[src/rtl/fetch_buffer_unit.sv]
// Front-end fetch: owns the PC, keeps one instruction read outstanding, queues {pc, instr} for decode.
// Build option STATIC_BRANCH_PREDICT_EN: backward B-type branches are predicted taken when pushed.
module fetch_buffer_unit #(
  parameter int              DEPTH    = 8,
  parameter int              XLEN     = 32,
  parameter logic [XLEN-1:0] RESET_PC = 'h60
) (
  input  logic                       clk,
  input  logic                       rst,
  input  logic                       flush_i,
  input  logic                       load_branch_i,
  input  logic [XLEN-1:0]            branch_pc_i,
  input  logic                       load_jalr_i,
  input  logic [XLEN-1:0]            jalr_pc_i,
  output logic                       mem_read_o,
  output logic [XLEN-1:0]            mem_address_o,
  input  logic                       mem_resp_i,
  input  logic [XLEN-1:0]            mem_rdata_i,
  output logic                       fetch_vld_o,
  input  logic                       fetch_rdy_i,
  output logic [XLEN-1:0]            fetch_instr_o,
  output logic [XLEN-1:0]            fetch_pc_o,
  output logic                       fetch_pred_o,
  output logic [XLEN-1:0]            pc_o,
  output logic [$clog2(DEPTH+1)-1:0] count_o
);
  localparam int            CW      = $clog2(DEPTH+1);
  localparam int            PW      = (DEPTH > 1) ? $clog2(DEPTH) : 1;
  localparam logic [CW-1:0] DEPTH_C = CW'(DEPTH);
  localparam logic [PW-1:0] LAST_C  = PW'(DEPTH-1);

  typedef enum logic [1:0] {IDLE = 2'd0, REQ = 2'd1, DRAIN = 2'd2} state_t;
  state_t r_state, w_nstate;

  logic            w_redir, w_clr, w_push, w_pop, w_issue, w_chain, w_pred_tkn;
  logic [XLEN-1:0] r_pc, r_addr, w_tgt, w_pc_nxt, w_bimm;
  logic [CW-1:0]   r_count, w_count_pp;
  logic [PW-1:0]   r_wr_ptr, r_rd_ptr;

  logic [XLEN-1:0] r_fifo_pc    [DEPTH];
  logic [XLEN-1:0] r_fifo_instr [DEPTH];
  logic            r_fifo_pred  [DEPTH];
  logic [XLEN-1:0] r_last_pc, r_last_instr;
  logic            r_last_pred;

  function automatic logic [XLEN-1:0] align4(input logic [XLEN-1:0] a);
    return a & ~XLEN'(3);
  endfunction

  function automatic logic [PW-1:0] ptr_inc(input logic [PW-1:0] p);
    return (p == LAST_C) ? '0 : p + 1'b1;
  endfunction

  // Branch beats jalr; any clear source drops the queue and the in-flight data.
  assign w_redir = load_branch_i | load_jalr_i;
  assign w_clr   = w_redir | flush_i;
  assign w_tgt   = load_branch_i ? branch_pc_i : (jalr_pc_i & ~XLEN'(1));

  assign w_push     = (r_state == REQ) & mem_resp_i & ~w_clr;
  assign w_pop      = fetch_vld_o & fetch_rdy_i;
  assign w_count_pp = r_count + CW'(w_push) - CW'(w_pop);

`ifdef STATIC_BRANCH_PREDICT_EN
  assign w_bimm     = {{(XLEN-12){mem_rdata_i[31]}}, mem_rdata_i[7], mem_rdata_i[30:25],
                       mem_rdata_i[11:8], 1'b0};
  assign w_pred_tkn = (mem_rdata_i[6:0] == 7'b1100011) & mem_rdata_i[31];
`else
  assign w_bimm     = '0;
  assign w_pred_tkn = 1'b0;
`endif

  assign w_pc_nxt = w_pred_tkn ? (r_addr + w_bimm) : (r_addr + XLEN'(4));

  // FSM: state register
  always_ff @(posedge clk or negedge rst) begin
    if (!rst) r_state <= IDLE;
    else      r_state <= w_nstate;
  end

  // FSM: next state. The in-flight read reserves a slot, so REQ only chains while room remains.
  always_comb begin
    w_nstate = r_state;
    case (r_state)
      IDLE:  if (!w_clr && (r_count < DEPTH_C)) w_nstate = REQ;
      REQ: begin
        if (w_clr)           w_nstate = mem_resp_i ? IDLE : DRAIN;
        else if (mem_resp_i) w_nstate = (w_count_pp < DEPTH_C) ? REQ : IDLE;
      end
      DRAIN: if (mem_resp_i) w_nstate = IDLE;
      default: w_nstate = IDLE;
    endcase
  end

  // FSM: outputs
  always_comb begin
    mem_read_o = 1'b0;
    if (r_state == REQ || r_state == DRAIN) mem_read_o = 1'b1;
  end

  assign w_issue = (r_state == IDLE) & (w_nstate == REQ);
  assign w_chain = w_push & (w_nstate == REQ);

  always_ff @(posedge clk or negedge rst) begin
    if (!rst) begin
      r_pc   <= RESET_PC;
      r_addr <= RESET_PC;
    end else begin
      if (w_redir)     r_pc <= w_tgt;
      else if (w_push) r_pc <= w_pc_nxt;
      if (w_issue)      r_addr <= align4(r_pc);
      else if (w_chain) r_addr <= align4(w_pc_nxt);
    end
  end

  always_ff @(posedge clk or negedge rst) begin
    if (!rst) begin
      r_wr_ptr <= '0;
      r_rd_ptr <= '0;
      r_count  <= '0;
    end else if (w_clr) begin
      r_wr_ptr <= '0;
      r_rd_ptr <= '0;
      r_count  <= '0;
    end else begin
      if (w_push) r_wr_ptr <= ptr_inc(r_wr_ptr);
      if (w_pop)  r_rd_ptr <= ptr_inc(r_rd_ptr);
      r_count <= w_count_pp;
    end
  end

  always_ff @(posedge clk) begin
    if (w_push) begin
      r_fifo_pc[r_wr_ptr]    <= r_addr;
      r_fifo_instr[r_wr_ptr] <= mem_rdata_i;
      r_fifo_pred[r_wr_ptr]  <= w_pred_tkn;
    end
  end

  // Remember the last shown head so the fields hold steady while empty.
  always_ff @(posedge clk or negedge rst) begin
    if (!rst) begin
      r_last_pc    <= '0;
      r_last_instr <= '0;
      r_last_pred  <= 1'b0;
    end else if (fetch_vld_o) begin
      r_last_pc    <= r_fifo_pc[r_rd_ptr];
      r_last_instr <= r_fifo_instr[r_rd_ptr];
      r_last_pred  <= r_fifo_pred[r_rd_ptr];
    end
  end

  assign fetch_vld_o   = (r_count != '0);
  assign fetch_pc_o    = fetch_vld_o ? r_fifo_pc[r_rd_ptr]    : r_last_pc;
  assign fetch_instr_o = fetch_vld_o ? r_fifo_instr[r_rd_ptr] : r_last_instr;
  assign fetch_pred_o  = fetch_vld_o ? r_fifo_pred[r_rd_ptr]  : r_last_pred;
  assign count_o       = r_count;
  assign pc_o          = r_pc;
  assign mem_address_o = r_addr;

endmodule

[config.mk]
export PLATFORM = sky130hd
export DESIGN_NAME = fetch_buffer_unit
export DESIGN_NICKNAME = d
export VERILOG_FILES = /design/src/rtl/fetch_buffer_unit.sv
export SDC_FILE = /design/constraint.sdc
export NUM_CORES = 1
export LEC_CHECK = 0
export CAP_MARGIN = 10
export CORE_UTILIZATION = 59
export CTS_BUF_LIST = sky130_fd_sc_hd__clkbuf_4 sky130_fd_sc_hd__clkbuf_8
export CTS_CLUSTER_DIAMETER = 80
export DETAILED_ROUTE_END_ITERATION = 16
export GPL_ROUTABILITY_DRIVEN = 0
export PLACE_DENSITY = 0.81
export SLEW_MARGIN = 25
export SYNTH_ARGS = -nofsm -noshare
export SYNTH_HDL_FRONTEND = slang
export SYNTH_SLANG_ARGS = --single-unit
[constraint.sdc]
create_clock -name clk -period 8.9 [get_ports clk]
set_input_delay 1.78 -clock clk [delete_from_list [all_inputs] [get_ports clk]]
set_output_delay 1.78 -clock clk [all_outputs]
set_load 0.01 [all_outputs]
Word level (Yosys, flattened, before mapping)
Memory sizes are Yosys's and may differ from the RTL's.
Cells that the tools add are included.
{"block": "totals", "register_bits": 141, "latch_bits": 0, "ram_bits": 512, "romBits": 0, "out_inout_bits": 135, "word_cells": 65, "mem_count": 2}
{"memory": "r_fifo_instr", "words": 8, "width": 32, "read_ports": 1, "rd_clocked_by_memory_dff": 0, "write_ports": 1, "line": "41", "source": "logic [XLEN-1:0] r_fifo_instr [DEPTH];"}
{"memory": "r_fifo_pc", "words": 8, "width": 32, "read_ports": 1, "rd_clocked_by_memory_dff": 0, "write_ports": 1, "line": "40", "source": "logic [XLEN-1:0] r_fifo_pc [DEPTH];"}
{"block": "classes", "add_sub_neg": 5, "mul": 0, "n_div": 0, "magnitude_cmp": 2, "eq_ne": 5, "shift": 0, "n_mux": 25, "bitwise": 8, "reduce_logical": 9}
{"cell": "32-bit 2-to-1 mux", "n": 7}
{"cell": "32-bit by 3-bit adder with 32-bit output, second input constant", "n": 1}
{"cell": "3-bit 2-to-1 mux", "n": 6}
{"cell": "2-bit 2-to-1 mux", "n": 5}
{"cell": "4-bit < comparator, second input constant", "n": 2}
{"cell": "2-bit nonzero test", "n": 4}
{"cell": "3-bit by 1-bit adder with 3-bit output, second input constant", "n": 2}
{"cell": "3-bit equality test, second input constant", "n": 2}
{"cell": "2-bit one-hot mux with 3 select lines", "n": 1}
{"cell": "1-bit AND", "n": 5}
{"cell": "1-bit 2-to-1 mux", "n": 5}
{"cell": "4-bit by 1-bit adder with 4-bit output", "n": 1}
{"cell": "2-bit by 1-bit equality test with 1-bit output, second input constant", "n": 2}
{"cell": "4-bit 2-to-1 mux", "n": 1}
{"cell": "4-bit nonzero test", "n": 1}
{"cell": "4-bit by 1-bit subtractor with 4-bit output", "n": 1}
{"cell": "2-bit equality test, second input constant", "n": 1}
{"cell": "2-bit logical NOT", "n": 1}
{"cell": "1-bit bitwise OR", "n": 2}
{"cell": "1-bit logical AND", "n": 1}
{"cell": "1-bit logical NOT", "n": 1}
{"cell": "1-bit logical OR", "n": 1}
{"cell": "1-bit inverter", "n": 1}

Longest topological paths before layout
{"block": "depth", "depth_word": 15, "mapped_depth": 18, "ltp_nobuf": 15}

Least setup slack after synthesis
OpenSTA, ideal clock, no wires.
{"block": "synth_path", "path_kind": "input -> register", "startpoint": "input port load_jalr_i", "endpoint": "memory r_fifo_instr[0][0], enable pin", "setup_time_ns": 0.635, "arrival_time_ns": 8.631, "required_time_ns": 8.265, "slack_ns": -0.366, "stages": 6, "path_cell_list": "or3_1 > buf_4 > nor2_8 > inv_2 > clkbuf_1 > nor4_1"}
{"block": "synth_between", "elab_chain_len": 6}
{"item": "start: declaration", "line": "13", "source": "input logic load_jalr_i,"}
{"item": "1-bit bitwise OR", "line": "55", "source": "assign w_redir = load_branch_i | load_jalr_i;"}
{"item": "1-bit bitwise OR", "line": "56", "source": "assign w_clr = w_redir | flush_i;"}
{"item": "1-bit inverter", "line": "59", "source": "assign w_push = (r_state == REQ) & mem_resp_i & ~w_clr;"}
{"item": "1-bit AND", "line": "59"}
{"item": "1-bit 2-to-1 mux", "line": "132", "source": "if (w_push) begin"}
{"item": "1-bit 2-to-1 mux"}
{"item": "end: declaration", "line": "41"}
Every way passes these cells.

Worst setup path in the final report
{"block": "layout_path", "startpoint": "input port load_jalr_i", "endpoint": "register r_addr[31], in the netlist mem_address_o[31]"}
{"block": "layout_between", "elab_chain_len": 14}
{"item": "1-bit bitwise OR (*)", "line": "55"}
{"item": "1-bit bitwise OR (*)", "line": "56"}
{"item": "1-bit inverter", "line": "59"}
{"item": "1-bit AND", "line": "59"}
{"item": "4-bit by 1-bit adder with 4-bit output", "line": "61", "source": "assign w_count_pp = r_count + CW'(w_push) - CW'(w_pop);"}
{"item": "4-bit by 1-bit subtractor with 4-bit output", "line": "61"}
{"item": "4-bit < comparator", "line": "87", "source": "else if (mem_resp_i) w_nstate = (w_count_pp < DEPTH_C) ? REQ : IDLE;"}
{"item": "1-bit 2-to-1 mux", "line": "87"}
{"item": "2-bit 2-to-1 mux", "line": "87"}
{"item": "2-bit 2-to-1 mux", "line": "86", "source": "if (w_clr) w_nstate = mem_resp_i ? IDLE : DRAIN;"}
{"item": "2-bit one-hot mux with 3 select lines", "line": "83", "source": "case (r_state)"}
{"item": "2-bit by 1-bit equality test with 1-bit output", "line": "100, 101"}
{"item": "1-bit AND, on equally long branches", "line": "100, 101"}
{"item": "32-bit 2-to-1 mux or 2-bit nonzero test (tied branches)"}
{"item": "end signal: assignment", "line": "110", "source": "if (w_issue) r_addr <= align4(r_pc);"}
{"item": "end signal: assignment", "line": "111", "source": "else if (w_chain) r_addr <= align4(w_pc_nxt);"}
{"item": "end: declaration", "line": "36", "source": "logic [XLEN-1:0] r_pc, r_addr, w_tgt, w_pc_nxt, w_bimm;"}
Every way passes the cells marked *; elsewhere a longest branch is shown, timed or not.
A chain may end at the register's enable or synchronous reset.

==> impl_metrics.csv <==
group,metric,value,unit
global_routing,grt_first_pass_wirelength,88.0,mm
power,cellPowerDensity,241,mW/mm^2
cells_and_area,layout.cells.most_common_list,"sky130_fd_sc_hd__edfxtp_1, sky130_fd_sc_hd__clkdlybuf4s50_1, sky130_fd_sc_hd__dfrtp_1",
route,detailroute.via_count,14569,
route,drt-total-wl,57.2,mm
cts,cts_htree_levels,3,
cells_and_area,drive_above_1_share,0.185,
cells_and_area,design.final.nets,1872,
sta,hold_vio_cnt_final,0,
global_routing,global_route.overflow_total,0,
route,wl_per_cell,24.1,um
cts,clk_root_buffer_cell,"sky130_fd_sc_hd__clkbuf_8",
cts,clkLatencyLatePin,0.65,ns
power,cellLeakagePower,10.3,nW
die,rows,75,
sta,unrepaired_setup_endpoints_after_global_routing,"false",
sta,max_freq,0.162,GHz
min_path,hold_path.startpoint,"r_last_pc[12]",
die,num_io_pins,238,
die,core_area,0.0421,sq mm
sta,final_layout_setup_total_negative_slack,0,ns
yosys,sequential_area_share_after_synthesis,0.725,
setup_path,ff2ff_path_depth,14,
cts,clock_pin_slew_of_the_registers_on_the_worst_case_setup_and_hold_paths,0.06,ns
setup_path,cp.arrival,6.64,ns
cts,cts_hold_buffers,0,
setup_path,worstSetupStartpointType,"input pin",
sta,slew_viol_final,0,
place,hpwl,33.4,mm
cells_and_area,areaGrowthSynthToFinish,19.9,%
sta,slew_headroom,0.302,
setup_path,criticalPathCategory,"in2reg",
cts,cts-buffers-inserted,98,
min_path,worstHoldEndpoint,"r_last_pc[12]",
power,peak_supply_drop,0.122,mV
place,detailedPlace.worstSlack,2.25,ns
die,start_util,0.602,
min_path,min-delay-path-class,"reg2reg",
place,port_buffers,234,
setup_path,r2r-start,"r_state[1]",
route,post_drt_via_cell_ratio,6.13,
die,die_h,209,um
yosys,ys_warn_count,0,
yosys,ys_seq_elements,635,
global_routing,track_usage,0.269,
yosys,synth.distinct_cells,59,
yosys,synth_edf_count,496,
cells_and_area,final_common_cell,"sky130_fd_sc_hd__edfxtp_1",
sta,final_period_util,0.692,
yosys,synthesis.area_per_instance,17.1,sq um
setup_path,critPathRequiredTime,9.38,ns
sta,max_slew.worst_pin.slew,1.05,ns
die,die_w,209,um
yosys,post_synth_arst_share,0.219,
setup_path,setup.reg_to_reg.worst_slack,4.20,ns
min_path,worst_hold_path.num_cells,2,
setup_path,regToRegEndpoint,"mem_address_o[31]",
yosys,ys_dominant_reg_cell,"sky130_fd_sc_hd__edfxtp_1",
cells_and_area,diodes,0,
sta,period_minus_slack,6.16,ns
cts,post-cts-setup-buffer-count,0,
cts,ctsLongestPathBuffers,3,
cts,cts_tree,"built",
yosys,synth.cell_area,0.0253,sq mm
yosys,synth_cells,1480,
setup_path,kind_of_end_point_of_the_critical_path,"register",
global_routing,grt_start_max_net_pins,94,
cts,cts_repair_resize_count,0,
sta,finalSetupViolCount,0,
route,detail_route.first_pass.iterations,5,
global_routing,antenna_found_initial,0,
route,antenna_violating_nets_post_route,0,
run,drv.max_cap_violation_count,0,
sta,setup_ws,2.74,ns
sta,fin_worst_skew,0.0199,ns
setup_path,critical_path_peak_fanout,38,
global_routing,grt_pass1_vias,15322,
route,drc_violation_count_after_routing,0,
die,die_area,0.0438,sq mm
cts,number_of_sinks_on_the_clock_net,635,
power,post_layout_power,7.33,mW
route,drtIter0Drc,1492,
sta,whs,0.489,ns
status,run_status,"finished, final reports clean",
[final cells by class]
class	count	area, sq um
flip-flops and latches	635	18400
fillers	2536	11700
multi-input cells	731	6580
repair buffers	256	2560
clock buffers	157	1940
well taps	539	674
clock inverters	28	141
inverters	32	120
[worst max-delay path by stage]
stage           startpoint            endpoint  slack [ns]  cells after the start
3_3_place_gp   load_jalr_i   mem_address_o[23]        2.39                     13
4_1_cts        load_jalr_i   mem_address_o[31]        2.90                     14
2_1_floorplan  load_jalr_i  r_fifo_instr[1][0]        1.22                      6
6_report       load_jalr_i   mem_address_o[31]        2.74                     14
3_5_place_dp   load_jalr_i   mem_address_o[31]        2.25                     14
5_1_grt        load_jalr_i   mem_address_o[31]        2.57                     14
[power by group]
| group | switching, mW | internal, mW | leakage, nW |
|---|---|---|---|
| clock | 1.08 | 1.38 | 1.11 |
| sequential | 0.331 | 3.52 | 6.26 |
| combinational | 0.520 | 0.498 | 2.94 |
[per-stage QoR]
step | util | cell area [sq um] | instances
6_report | 0.721 | 30400 | 2378
5_1_grt | 0.721 | 30400 | 2378
3_3_place_gp | 0.671 | 28300 | 2191
4_1_cts | 0.721 | 30400 | 2378
2_1_floorplan | - | 25400 | 1481
3_5_place_dp | 0.672 | 28300 | 2193
[registers in the layout, summed over array words and instances (netlist names)]
signal,cells
r_last_instr,32
count_o,4
r_fifo_instr,256
pc_o,32
r_state,2
r_wr_ptr,3
r_last_pred,1
r_last_pc,32
r_fifo_pc,240
r_rd_ptr,3
mem_address_o,30
[synthesized netlist by cell type, types with 5 or more instances]
cell | n | area [sq um]
sky130_fd_sc_hd__and3_1 | 14 | 87.6
sky130_fd_sc_hd__nor2_1 | 54 | 203
sky130_fd_sc_hd__nand2_1 | 121 | 454
sky130_fd_sc_hd__buf_1 | 17 | 63.8
sky130_fd_sc_hd__and2_1 | 8 | 50.1
sky130_fd_sc_hd__o211ai_1 | 5 | 37.5
sky130_fd_sc_hd__o21ai_0 | 106 | 531
sky130_fd_sc_hd__o22ai_1 | 5 | 31.3
sky130_fd_sc_hd__mux2i_1 | 65 | 651
sky130_fd_sc_hd__dfrtp_1 | 135 | 3380
sky130_fd_sc_hd__edfxtp_1 | 496 | 14900
sky130_fd_sc_hd__nand3_1 | 21 | 105
sky130_fd_sc_hd__o311ai_0 | 9 | 78.8
sky130_fd_sc_hd__mux4_2 | 124 | 2790
sky130_fd_sc_hd__inv_1 | 30 | 113
sky130_fd_sc_hd__a221o_1 | 8 | 80.1
sky130_fd_sc_hd__ha_1 | 14 | 175
sky130_fd_sc_hd__a22oi_1 | 10 | 75.1
sky130_fd_sc_hd__a221oi_1 | 12 | 105
sky130_fd_sc_hd__nand4_1 | 8 | 50.1
sky130_fd_sc_hd__xor2_1 | 7 | 61.3
sky130_fd_sc_hd__xnor2_1 | 18 | 158
sky130_fd_sc_hd__a21oi_1 | 54 | 270
sky130_fd_sc_hd__buf_2 | 14 | 70.1
sky130_fd_sc_hd__nor3_1 | 19 | 95.1
sky130_fd_sc_hd__clkbuf_1 | 48 | 180
[worst max-delay path, cell delays in order]
cell                              delay [ns]
sky130_fd_sc_hd__clkdlybuf4s50_1        0.41
sky130_fd_sc_hd__buf_4                  0.25
sky130_fd_sc_hd__or3_1                  0.65
sky130_fd_sc_hd__nor2_8                 0.55
sky130_fd_sc_hd__inv_2                  0.43
sky130_fd_sc_hd__ha_1                   0.35
sky130_fd_sc_hd__inv_1                  0.06
sky130_fd_sc_hd__ha_1                   0.23
sky130_fd_sc_hd__and3_1                 0.20
sky130_fd_sc_hd__o21ai_0                0.32
sky130_fd_sc_hd__nand3_2                0.20
sky130_fd_sc_hd__a2111o_1               0.72
sky130_fd_sc_hd__o21ai_0                0.27
sky130_fd_sc_hd__o311ai_0               0.17
[routing by layer]
metal,share of wire,vias to the layer above,track usage
met5,0,-,0
met4,0.028,0,0.0963
met3,0.080,122,0.0573
met2,0.50,732,0.444
met1,0.39,7328,0.357
li1,-,6387,-
[logic make-up (layout without fill, tap and decap cells)]
kind of cell	count (synthesis)	after routing	synth area share
other cells	1	2	0.000148
fa+ha+maj	15	15	0.00770
simple gates	271	271	0.0496
flops	635	635	0.725
compound gates	229	229	0.0545
buf+inv	115	473	0.0185
xor+xnor	25	25	0.00864
mux	189	189	0.136
(Power assumes the default switching activity.)
